## config.mk

```make
export PLATFORM = sky130hd
export DESIGN_NAME = jtag_host
export DESIGN_NICKNAME = d
export VERILOG_FILES = /design/src/rtl/jtag_host.sv
export SDC_FILE = /design/constraint.sdc
export NUM_CORES = 1
export LEC_CHECK = 0
export BUFFER_PORTS_ARGS = -buffer_cell sky130_fd_sc_hd__buf_2
export CAP_MARGIN = 20
export CORE_MARGIN = 2
export CORE_UTILIZATION = 52
export CTS_BUF_LIST = sky130_fd_sc_hd__clkbuf_16
export DETAILED_ROUTE_END_ITERATION = 10
export GPL_TIMING_DRIVEN = 0
export PLACE_DENSITY = 0.73
export RECOVER_POWER = 25
export SYNTH_ARGS = -nofsm -noshare
export SYNTH_HDL_FRONTEND = slang
export SYNTH_SLANG_ARGS = --single-unit
```

## constraint.sdc

```tcl
create_clock -name clk -period 2.7 [get_ports clk]
set_clock_uncertainty 0.05 [all_clocks]
set_input_delay 0 -clock clk [delete_from_list [all_inputs] [get_ports clk]]
set_output_delay 0 -clock clk [all_outputs]
set_load 0.03 [all_outputs]
```

## src/rtl/jtag_host.sv

```systemverilog
// JTAG initiator: runs TAP-reset, IR-scan, DR-scan and idle-clock commands on a
// bit-banged TCK/TMS/TDI/TRST_n port and returns the TDO bits captured while shifting.
module jtag_host #(
    parameter int unsigned CLK_DIV = 2,
    parameter int unsigned MAX_LEN = 32
) (
    input  logic               clk,
    input  logic               rst_n,
    input  logic               cmd_valid,
    output logic               cmd_ready,
    input  logic [1:0]         cmd_op,
    input  logic [5:0]         cmd_len,
    input  logic [MAX_LEN-1:0] cmd_data,
    output logic               rsp_valid,
    output logic [MAX_LEN-1:0] rsp_data,
    output logic               tck,
    output logic               tms,
    output logic               tdi,
    output logic               trst_n,
    input  logic               tdo
);

    localparam int unsigned PH_W  = (CLK_DIV > 1) ? $clog2(CLK_DIV) : 1;
    localparam int unsigned LEN_W = $clog2(MAX_LEN + 1);
    localparam int unsigned IDX_W = (MAX_LEN > 1) ? $clog2(MAX_LEN) : 1;
    localparam logic [PH_W-1:0] PH_LAST = PH_W'(CLK_DIV - 1);

    typedef enum logic [1:0] {
        OP_RESET = 2'b00,
        OP_IR    = 2'b01,
        OP_DR    = 2'b10,
        OP_IDLE  = 2'b11
    } op_e;

    typedef enum logic [2:0] {
        S_INIT,
        S_IDLE,
        S_PRE,
        S_SHIFT,
        S_POST,
        S_DONE
    } state_e;

    state_e             state_q, state_d;
    logic [PH_W-1:0]    ph_q, ph_d;
    logic [2:0]         seq_q, seq_d;
    logic [LEN_W-1:0]   bit_q, bit_d;
    op_e                op_q, op_d;
    logic [LEN_W-1:0]   len_q, len_d;
    logic [MAX_LEN-1:0] data_q, data_d;
    logic [MAX_LEN-1:0] cap_q, cap_d;

    logic               tck_d, tms_d, tdi_d, trst_n_d;
    logic               cmd_ready_d, rsp_valid_d;
    logic [MAX_LEN-1:0] rsp_data_d;

    logic               accept, run_tck, tck_end, start_tck, finish;
    logic [LEN_W-1:0]   len_in;

    // Index of the last TCK of the entry sequence (Run-Test/Idle -> Shift-xR, or TLR -> RTI)
    function automatic logic [2:0] pre_last(input op_e op);
        case (op)
            OP_RESET: return 3'd5;
            OP_IR:    return 3'd3;
            default:  return 3'd2;
        endcase
    endfunction

    function automatic logic pre_tms(input op_e op, input logic [2:0] seq);
        case (op)
            OP_RESET: return (seq != 3'd5);
            OP_IR:    return (seq < 3'd2);
            default:  return (seq == 3'd0);
        endcase
    endfunction

    always_comb begin
        state_d     = state_q;
        ph_d        = ph_q;
        seq_d       = seq_q;
        bit_d       = bit_q;
        op_d        = op_q;
        len_d       = len_q;
        data_d      = data_q;
        cap_d       = cap_q;
        tck_d       = tck;
        tms_d       = tms;
        tdi_d       = tdi;
        trst_n_d    = trst_n;
        cmd_ready_d = cmd_ready;
        rsp_valid_d = 1'b0;
        rsp_data_d  = rsp_data;
        tck_end     = 1'b0;
        start_tck   = 1'b0;
        finish      = 1'b0;
        accept      = cmd_valid && cmd_ready;

        if (cmd_len == 6'd0) begin
            len_in = LEN_W'(1);
        end else if (32'(cmd_len) > MAX_LEN) begin
            len_in = LEN_W'(MAX_LEN);
        end else begin
            len_in = LEN_W'(cmd_len);
        end

        // TCK phase engine: CLK_DIV cycles low, CLK_DIV high; TDO sampled as TCK rises
        run_tck = (state_q == S_PRE) || (state_q == S_SHIFT) || (state_q == S_POST) ||
                  ((state_q == S_INIT) && trst_n);
        if (run_tck) begin
            if (ph_q != PH_LAST) begin
                ph_d = ph_q + PH_W'(1);
            end else begin
                ph_d = '0;
                if (!tck) begin
                    tck_d = 1'b1;
                    if ((state_q == S_SHIFT) && (op_q != OP_IDLE)) begin
                        cap_d[IDX_W'(bit_q)] = tdo;
                    end
                end else begin
                    tck_d   = 1'b0;
                    tck_end = 1'b1;
                end
            end
        end

        case (state_q)
            S_INIT: begin
                if (!trst_n) begin
                    trst_n_d  = 1'b1;
                    start_tck = 1'b1;
                end else if (tck_end) begin
                    state_d     = S_IDLE;
                    cmd_ready_d = 1'b1;
                    tms_d       = 1'b0;
                end
            end
            S_IDLE, S_DONE: begin
                state_d = S_IDLE;
                if (accept) begin
                    op_d        = op_e'(cmd_op);
                    len_d       = len_in;
                    data_d      = cmd_data;
                    cap_d       = '0;
                    seq_d       = '0;
                    bit_d       = '0;
                    cmd_ready_d = 1'b0;
                    state_d     = (op_e'(cmd_op) == OP_IDLE) ? S_SHIFT : S_PRE;
                    start_tck   = 1'b1;
                end
            end
            S_PRE: begin
                if (tck_end) begin
                    if (seq_q != pre_last(op_q)) begin
                        seq_d     = seq_q + 3'd1;
                        start_tck = 1'b1;
                    end else if (op_q == OP_RESET) begin
                        finish = 1'b1;
                    end else begin
                        state_d   = S_SHIFT;
                        bit_d     = '0;
                        start_tck = 1'b1;
                    end
                end
            end
            S_SHIFT: begin
                if (tck_end) begin
                    if (bit_q != LEN_W'(len_q - LEN_W'(1))) begin
                        bit_d     = bit_q + LEN_W'(1);
                        start_tck = 1'b1;
                    end else if (op_q == OP_IDLE) begin
                        finish = 1'b1;
                    end else begin
                        state_d   = S_POST;
                        seq_d     = '0;
                        start_tck = 1'b1;
                    end
                end
            end
            S_POST: begin
                if (tck_end) begin
                    if (seq_q == 3'd0) begin
                        seq_d     = 3'd1;
                        start_tck = 1'b1;
                    end else begin
                        finish = 1'b1;
                    end
                end
            end
            default: state_d = S_INIT;
        endcase

        // Completion: TCK already back low, TAP parked in Run-Test/Idle
        if (finish) begin
            state_d     = S_DONE;
            rsp_valid_d = 1'b1;
            cmd_ready_d = 1'b1;
            rsp_data_d  = cap_q;
            tms_d       = 1'b0;
            tdi_d       = 1'b0;
        end

        // TMS/TDI only move at the start of a TCK's low phase
        if (start_tck) begin
            ph_d  = '0;
            tck_d = 1'b0;
            tdi_d = 1'b0;
            case (state_d)
                S_PRE:   tms_d = pre_tms(op_d, seq_d);
                S_SHIFT: begin
                    tms_d = (op_d != OP_IDLE) && (bit_d == LEN_W'(len_d - LEN_W'(1)));
                    if (op_d != OP_IDLE) begin
                        tdi_d = data_d[IDX_W'(bit_d)];
                    end
                end
                S_POST:  tms_d = (seq_d == 3'd0);
                default: tms_d = 1'b0;
            endcase
        end
    end

    always_ff @(posedge clk) begin
        if (!rst_n) begin
            state_q   <= S_INIT;
            ph_q      <= '0;
            seq_q     <= '0;
            bit_q     <= '0;
            op_q      <= OP_RESET;
            len_q     <= '0;
            data_q    <= '0;
            cap_q     <= '0;
            tck       <= 1'b0;
            tms       <= 1'b1;
            tdi       <= 1'b0;
            trst_n    <= 1'b0;
            cmd_ready <= 1'b0;
            rsp_valid <= 1'b0;
            rsp_data  <= '0;
        end else begin
            state_q   <= state_d;
            ph_q      <= ph_d;
            seq_q     <= seq_d;
            bit_q     <= bit_d;
            op_q      <= op_d;
            len_q     <= len_d;
            data_q    <= data_d;
            cap_q     <= cap_d;
            tck       <= tck_d;
            tms       <= tms_d;
            tdi       <= tdi_d;
            trst_n    <= trst_n_d;
            cmd_ready <= cmd_ready_d;
            rsp_valid <= rsp_valid_d;
            rsp_data  <= rsp_data_d;
        end
    end

endmodule

```

==> metrics.md, run 1 <==
| Metric | Value |
|---|---|
| Total wire length | `18800 um` |
| CP endpoint kind | `flip-flop` |
| Area leader, netlist | `dfxtp_1` |
| GR peak layer | `met2` |
| Worst-Margin Slew | `881 ps` |
| Setup TNS Final | `-392 ps` |
| Ratio of cells with drive above 1 in the final layout | `18.4%` |
| Worst EP arrival | `3250 ps` |
| Starting Density | `53.0%` |
| Finished layout cell area | `7960 um2` |
| Area occupied by multi-input gates | `3470 um2` |
| Worst skew pair latency | `420 ps` |
| Via/cell ratio | `5.73` |
| Peak supply drop | `413 uV` |
| CTS buffer count | `17` |
| Post-synth ARST share | `0%` |
| Clk buf depth | `2` |
| Maximum clock frequency | `341 MHz` |
| Setup slack after layout | `-235 ps` |
| Worst hold start | `cmd_len[0]` |
| Gpl congestion | `0.917` |
| Worst-path clk slew | `60 ps` |
| Setup CP Type | `flip-flop to flip-flop` |
| Cell with the most instances after synthesis | `nand2_1` |
| Mapped Cells | `809` |
| Failing checks | `negative setup slack` |
| Final Max Slew Viols | `0` |
| Root Driver | `clkbuf_16` |
| Area growth, synth to finish | `32.0%` |
| Maxcap violations | `0` |
| Worst Path Required | `3020 ps` |
| YS warnings | `0` |
| Sequential area share after synthesis | `40.9%` |
| Hold Crit Class | `input port to flip-flop` |
| Critical path peak fanout | `7` |
| Met1 usage | `35.9%` |
| Hpwl dp | `12300 um` |
| Status | `complete, but fails checks` |
| First-pass GRT wire length | `30000 um` |
| CTS tree | `done` |
| Slew margin rel. | `41.2%` |
| Via Count | `6430` |
| Logic pwr share | `3.6%` |
| Distinct cell type count after synthesis | `64` |
| Clk sinks | `123` |
| Post-synth top cells | `nand2_1, dfxtp_1, a21oi_1, nor2_1, nand3_1` |
| Crit-path max cell delay | `370 ps` |
| Std-Cell Rows | `39` |
| Die Wd | `112 um` |
| Largest net degree at the start of global routing | `17` |
| Drc violations | `0` |
| Final nets | `1019` |
| Met3 Use GR | `6.21%` |
| Ys flop type | `dfxtp_1` |
| Pwr dens | `528 nW/um2` |
| RSZ-0062 raised after global routing | `yes` |
| Slowest cell on the critical path | `dfxtp_4` |
| FF-to-FF End | `tdi` |
| Clock power share | `53.0%` |
| GR Util met2 | `51.6%` |
| Ports | `82` |
| CTS H-Tree Depth | `4` |
| Yosys reg bits | `123` |
| Port Buf Inserts | `81` |
| Congestion Overflow GR | `0` |
| Die ar. | `12500 um2` |
| Initial antenna violation count | `0` |
| Vias in the first global route | `6319` |
| Leakage | `2.83 nW` |
| Routed Antenna Nets | `0` |
| Crit share post-route | `109%` |
| Worst hold stages | `5` |
| Core area | `11400 um2` |
| Reg2Reg Setup Slack | `-230 ps` |
| GRT Overall Usage | `29.9%` |
| Worst R2R Path Depth | `12` |
| Endpoints failing hold | `0` |
| Synth Net Count | `861` |
| Register area | `2470 um2` |
| ANT cells | `0` |
| First-pass iteration count of the detailed router | `8` |
| P_int | `3.24 mW` |
| CP startpoint kind | `flip-flop` |
| Post-place setup slack | `-374 ps` |
| P_sw | `957 uW` |
| Seq pwr share | `43.4%` |
| # fillers | `929` |
| WL/cell | `16.7 um` |
| Top-area cell type share of the netlist area | `40.9%` |
| DP Area | `6620 um2` |
| DRT iter0 DRCs | `550` |
| Min Hold Slack | `12.2 ps` |
| Final min period | `2930 ps` |
| Cell area after synthesis | `6030 um2` |
| Sw Ratio | `22.8%` |
| Final number of setup-violating endpoints | `2` |
| Largest cells by area after synthesis | `dfxtp_1, nand2_1, a21oi_1, nand3_1, nor2_1` |
| Worst-path cell chain | `nor4_4 > a21oi_2 > o211a_1 > buf_6 > buf_4 > nand4_1 > nand2_1 > and3_2 > and4bb_2 > nand3_2 > nor4_2 > a31o_1` |
| Syn Area/Cell | `7.45 um2` |
| EDFF count, synth | `0` |
| R2r startpoint | `len_q[0]` |
| Final core occ | `70.0%` |
| Die H | `112 um` |
| Hold Path End | `len_q[0]` |
==> power by group through the flow <==
stage	clock [mW]	combinational, mW	sequential, mW
2_1_floorplan	0	0.0420	1.87
3_3_place_gp	0	0.102	1.86
3_5_place_dp	0	0.105	1.86
4_1_cts	2.23	0.146	1.82
5_1_grt	2.32	0.162	1.82
6_report	2.23	0.153	1.82
==> per-layer routing <==
metal | part of all wire (%) | wire (um) | vias up
met5 | 0 | 0 | -
met4 | 3.3 | 627 | 0
met3 | 5.8 | 1090 | 71
met2 | 50 | 9320 | 267
met1 | 41 | 7740 | 3016
li1 | - | - | 3076
==> what timing repair did <==
item | CTS | global route
resized for setup | 43 | 47
buffers inserted | 18 | 3
pin swaps | 17 | 14
hold buffers | 37 | 0
endpoints found under the hold margin | 43 | 0
setup endpoints to repair | 96 | 95
==> how the worst max path moves through the flow <==
stage,cells after the start,endpoint,start
2_1_floorplan,15,tdi,len_q[0]
3_3_place_gp,12,tdi,state_q[0]
3_5_place_dp,15,tdi,len_q[0]
4_1_cts,15,tdi,len_q[1]
5_1_grt,13,tdi,len_q[2]
6_report,12,tdi,len_q[0]
==> kinds of logic after synthesis <==
group / synth area share, %
and+or+nand+nor: 27.3
AOI/OAI and AO/OA: 20.2
DFF: 40.9
buffers and inverters: 5.25
xor gates and xnor gates: 2.62
muxes: 2.20
adders and majority gates: 1.66
==> stage by stage <==
stage	total power, mW	std cells
floorplan	1.91	809
global placement	1.96	1033
detailed placement	1.97	1033
CTS	4.20	1120
global route	4.31	1123
finish	4.20	1123
==> layout by cell type, fill, tap and decap left out, drive strengths merged, types with 2 or more instances in the layout <==
master and n:
a211oi 6, o2111ai 3, o211a 5, clkbuf 95, and3b 2, a31oi 10
buf 77, o21ba 2, nor3b 7, xnor2 13, bufinv 2, clkinvlp 4
xor2 5, o21ai 15, a21oi 122, nand2b 6, clkinv 7, dfxtp 123
a311oi 2, nand3 44, nor2b 2, and3 6, nand2 240, mux2i 11
a2111oi 2, a41o 2, and2 5, ha 8, dlygate4sd3 37, o31ai 2
nand4 5, mux2 2, nor3 8, inv 23, nor2 45, o211ai 5
nor4 8
==> layout make-up <==
type / instances / share of cell area, %
multi-input cells: 612 / 43.7
flip-flops and latches: 123 / 31.1
repair buffers: 139 / 11.4
clock buffers: 17 / 5.35
plain buffers: 53 / 3.41
well taps: 143 / 2.25
clock inverters: 15 / 1.87
inverters: 21 / 0.991
==> worst max-delay path, delay by kind of cell (launching register included) <==
family,cells,cell delay (ps)
simple gates,7,1670
flops,1,370
compound gates,3,520
buf+inv,2,270
==> registers in the layout, indices dropped and copies added, names as in the netlist <==
signal     flops
bit_q          6
cap_q         32
cmd_ready      1
data_q        32
len_q          6
op_q           2
ph_q           1
rsp_data      32
rsp_valid      1
seq_q          3
state_q        3
tck            1
tdi            1
tms            1
trst_n         1
No activity file was read; power rests on OpenSTA's default activity.
==> run 2: changes to the inputs <==
--- a/config.mk
+++ b/config.mk
@@ -14,6 +14,7 @@
 export GPL_TIMING_DRIVEN = 0
 export PLACE_DENSITY = 0.73
 export RECOVER_POWER = 25
+export SKIP_LAST_GASP = 1
 export SYNTH_ARGS = -nofsm -noshare
 export SYNTH_HDL_FRONTEND = slang
 export SYNTH_SLANG_ARGS = --single-unit
==> run 2 against run 1 <==
Compared with the run above: the flow still finishes with violations (negative setup slack); core utilization did not move; die area did not move; clock power barely moved; register-to-register slack barely moved; global-route usage did not move; hold slack barely moved.
==> metrics.md, run 2 (synthesis gave the netlist of run 1 again) <==
| Metric | Value |
|---|---|
| Starting Density | `53.0%` |
| FF-to-FF End | `tdi` |
| Crit share post-route | `109%` |
| Die Wd | `112 um` |
| R2r startpoint | `len_q[0]` |
| Std-Cell Rows | `39` |
| CTS H-Tree Depth | `4` |
| Maxcap violations | `0` |
| Largest regs | `cap_q x32, data_q x32, rsp_data x32` |
| Via/cell ratio | `5.72` |
| Core area | `11400 um2` |
| Worst hold stages | `5` |
| Port Buf Inserts | `81` |
| Pwr Total | `4.20 mW` |
| Ports | `82` |
| Worst-path clk slew | `60 ps` |
| Worst EP arrival | `3250 ps` |
| RSZ-0062 raised after global routing | `yes` |
| Most frequent cells in the layout | `nand2_1, dfxtp_1, a21oi_1, clkbuf_1, buf_2` |
| WL/cell | `16.7 um` |
| Critical path peak fanout | `7` |
| GRT Overall Usage | `29.9%` |
| Setup slack after layout | `-236 ps` |
| CTS tree | `done` |
| Worst R2R Path Depth | `12` |
| Final nets | `1019` |
| CP startpoint kind | `flip-flop` |
| Die ar. | `12500 um2` |
| Worst Path Required | `3020 ps` |
| First-pass iteration count of the detailed router | `8` |
| Hold Crit Class | `input port to flip-flop` |
| Initial antenna violation count | `0` |
| Worst-Margin Slew | `881 ps` |
| Post-place setup slack | `-374 ps` |
| Pwr dens | `528 nW/um2` |
| Worst skew pair latency | `420 ps` |
| Min Hold Slack | `12.1 ps` |
| # fillers | `929` |
| Maximum clock frequency | `341 MHz` |
| DRT iter0 DRCs | `550` |
| First-pass GRT wire length | `30000 um` |
| Hpwl dp | `12300 um` |
| Peak supply drop | `413 uV` |
| Worst-path cell chain | `nor4_4 > a21oi_2 > o211a_1 > buf_6 > buf_4 > nand4_1 > nand2_1 > and3_2 > and4bb_2 > nand3_2 > nor4_2 > a31o_1` |
| Crit-path max cell delay | `370 ps` |
| CP endpoint kind | `flip-flop` |
| Ratio of cells with drive above 1 in the final layout | `18.4%` |
| Gpl congestion | `0.917` |
| Final min period | `2940 ps` |
| Largest net degree at the start of global routing | `17` |
| Drc violations | `0` |
| Commonest non-fill, non-tap cell in the layout | `nand2_1` |
| Endpoints failing hold | `0` |
| Reg2Reg Setup Slack | `-240 ps` |
| Slowest cell on the critical path | `dfxtp_4` |
| Hold Path End | `len_q[0]` |
| Total wire length | `18800 um` |
| Failing checks | `negative setup slack` |
| Final Max Slew Viols | `0` |
| Clk buf depth | `2` |
| ANT cells | `0` |
| Leakage | `2.83 nW` |
| CTS buffer count | `17` |
| Final number of setup-violating endpoints | `2` |
| Via Count | `6427` |
| Clk sinks | `123` |
| Congestion Overflow GR | `0` |
| Vias in the first global route | `6319` |
| Routed Antenna Nets | `0` |
| Root Driver | `clkbuf_16` |
| Placed Cells | `1033` |
| Die H | `112 um` |
| Area growth, synth to finish | `32.0%` |
| Finished Layout Cells | `1123` |
| Status | `complete, but fails checks` |
| Slew margin rel. | `41.2%` |
| Setup CP Type | `flip-flop to flip-flop` |
| Worst hold start | `cmd_len[0]` |
-- run 2: cell count changes in the layout (fill, tap and decap cells not counted), sizes merged --
cell,previous run,this run
clkbuf,95,96
buf,77,76
-- run 2: repair_timing --
action / in CTS / in global routing
buffers inserted: 18 / 3
cloned: 0 / 0
hold buffers: 37 / 0
setup endpoints to repair: 96 / 95
pin swaps: 17 / 14
hold endpoints to repair: 43 / 0
gates resized for setup: 43 / 46
-- run 2: where the power goes --
group	total, mW	internal [mW]	switching, mW
clock	2.23	1.35	0.873
combinational	0.153	0.0724	0.0806
sequential	1.82	1.82	0.00405
total	4.20	3.24	0.958
-- run 2: worst max-delay path: cells and delay by family, from the launching register on --
kind            cells  cell delay (ps)
flops               1              370
compound gates      3              520
buf+inv             2              270
simple gates        7             1670
-- run 2: routing by layer --
| layer | GRT usage, % | wire length (um) |
|---|---|---|
| met5 | 0 | 0 |
| met4 | 13.5 | 627 |
| met3 | 6.21 | 1090 |
| met2 | 51.6 | 9310 |
| met1 | 35.9 | 7740 |
-- run 2: worst max path at each step --
| stage | start | slack [ps] | endpoint | cells past startpoint |
|---|---|---|---|---|
| final | len_q[0] | -240 | tdi | 12 |
| after global routing | len_q[2] | -340 | tdi | 13 |
| after CTS | len_q[1] | -180 | tdi | 15 |
| after detailed placement | len_q[0] | -370 | tdi | 15 |
| after global placement | state_q[0] | -340 | tdi | 12 |
| after floorplan | len_q[0] | 2 | tdi | 15 |
-- run 2: area by class of cell --
cell class              instances  area (um2)  area share, %
multi-input cells             612        3470           43.7
flip-flops and latches        123        2470           31.1
repair buffers                139         906           11.4
clock buffers                  17         425           5.35
plain buffers                  53         272           3.41
well taps                     143         179           2.25
clock inverters                15         149           1.87
inverters                      21        78.8          0.991
-- run 2: per-stage QoR --
step / cell area [um2] / setup TNS, ps / utilization [%]
after CTS: 7870 / -312 / 69.2
after floorplan: 6040 / 0 / -
after detailed placement: 6620 / -16580 / 58.2
after global placement: 6620 / -11700 / 58.2
final: 7960 / -397 / 70.0
after global routing: 7960 / -644 / 70.0
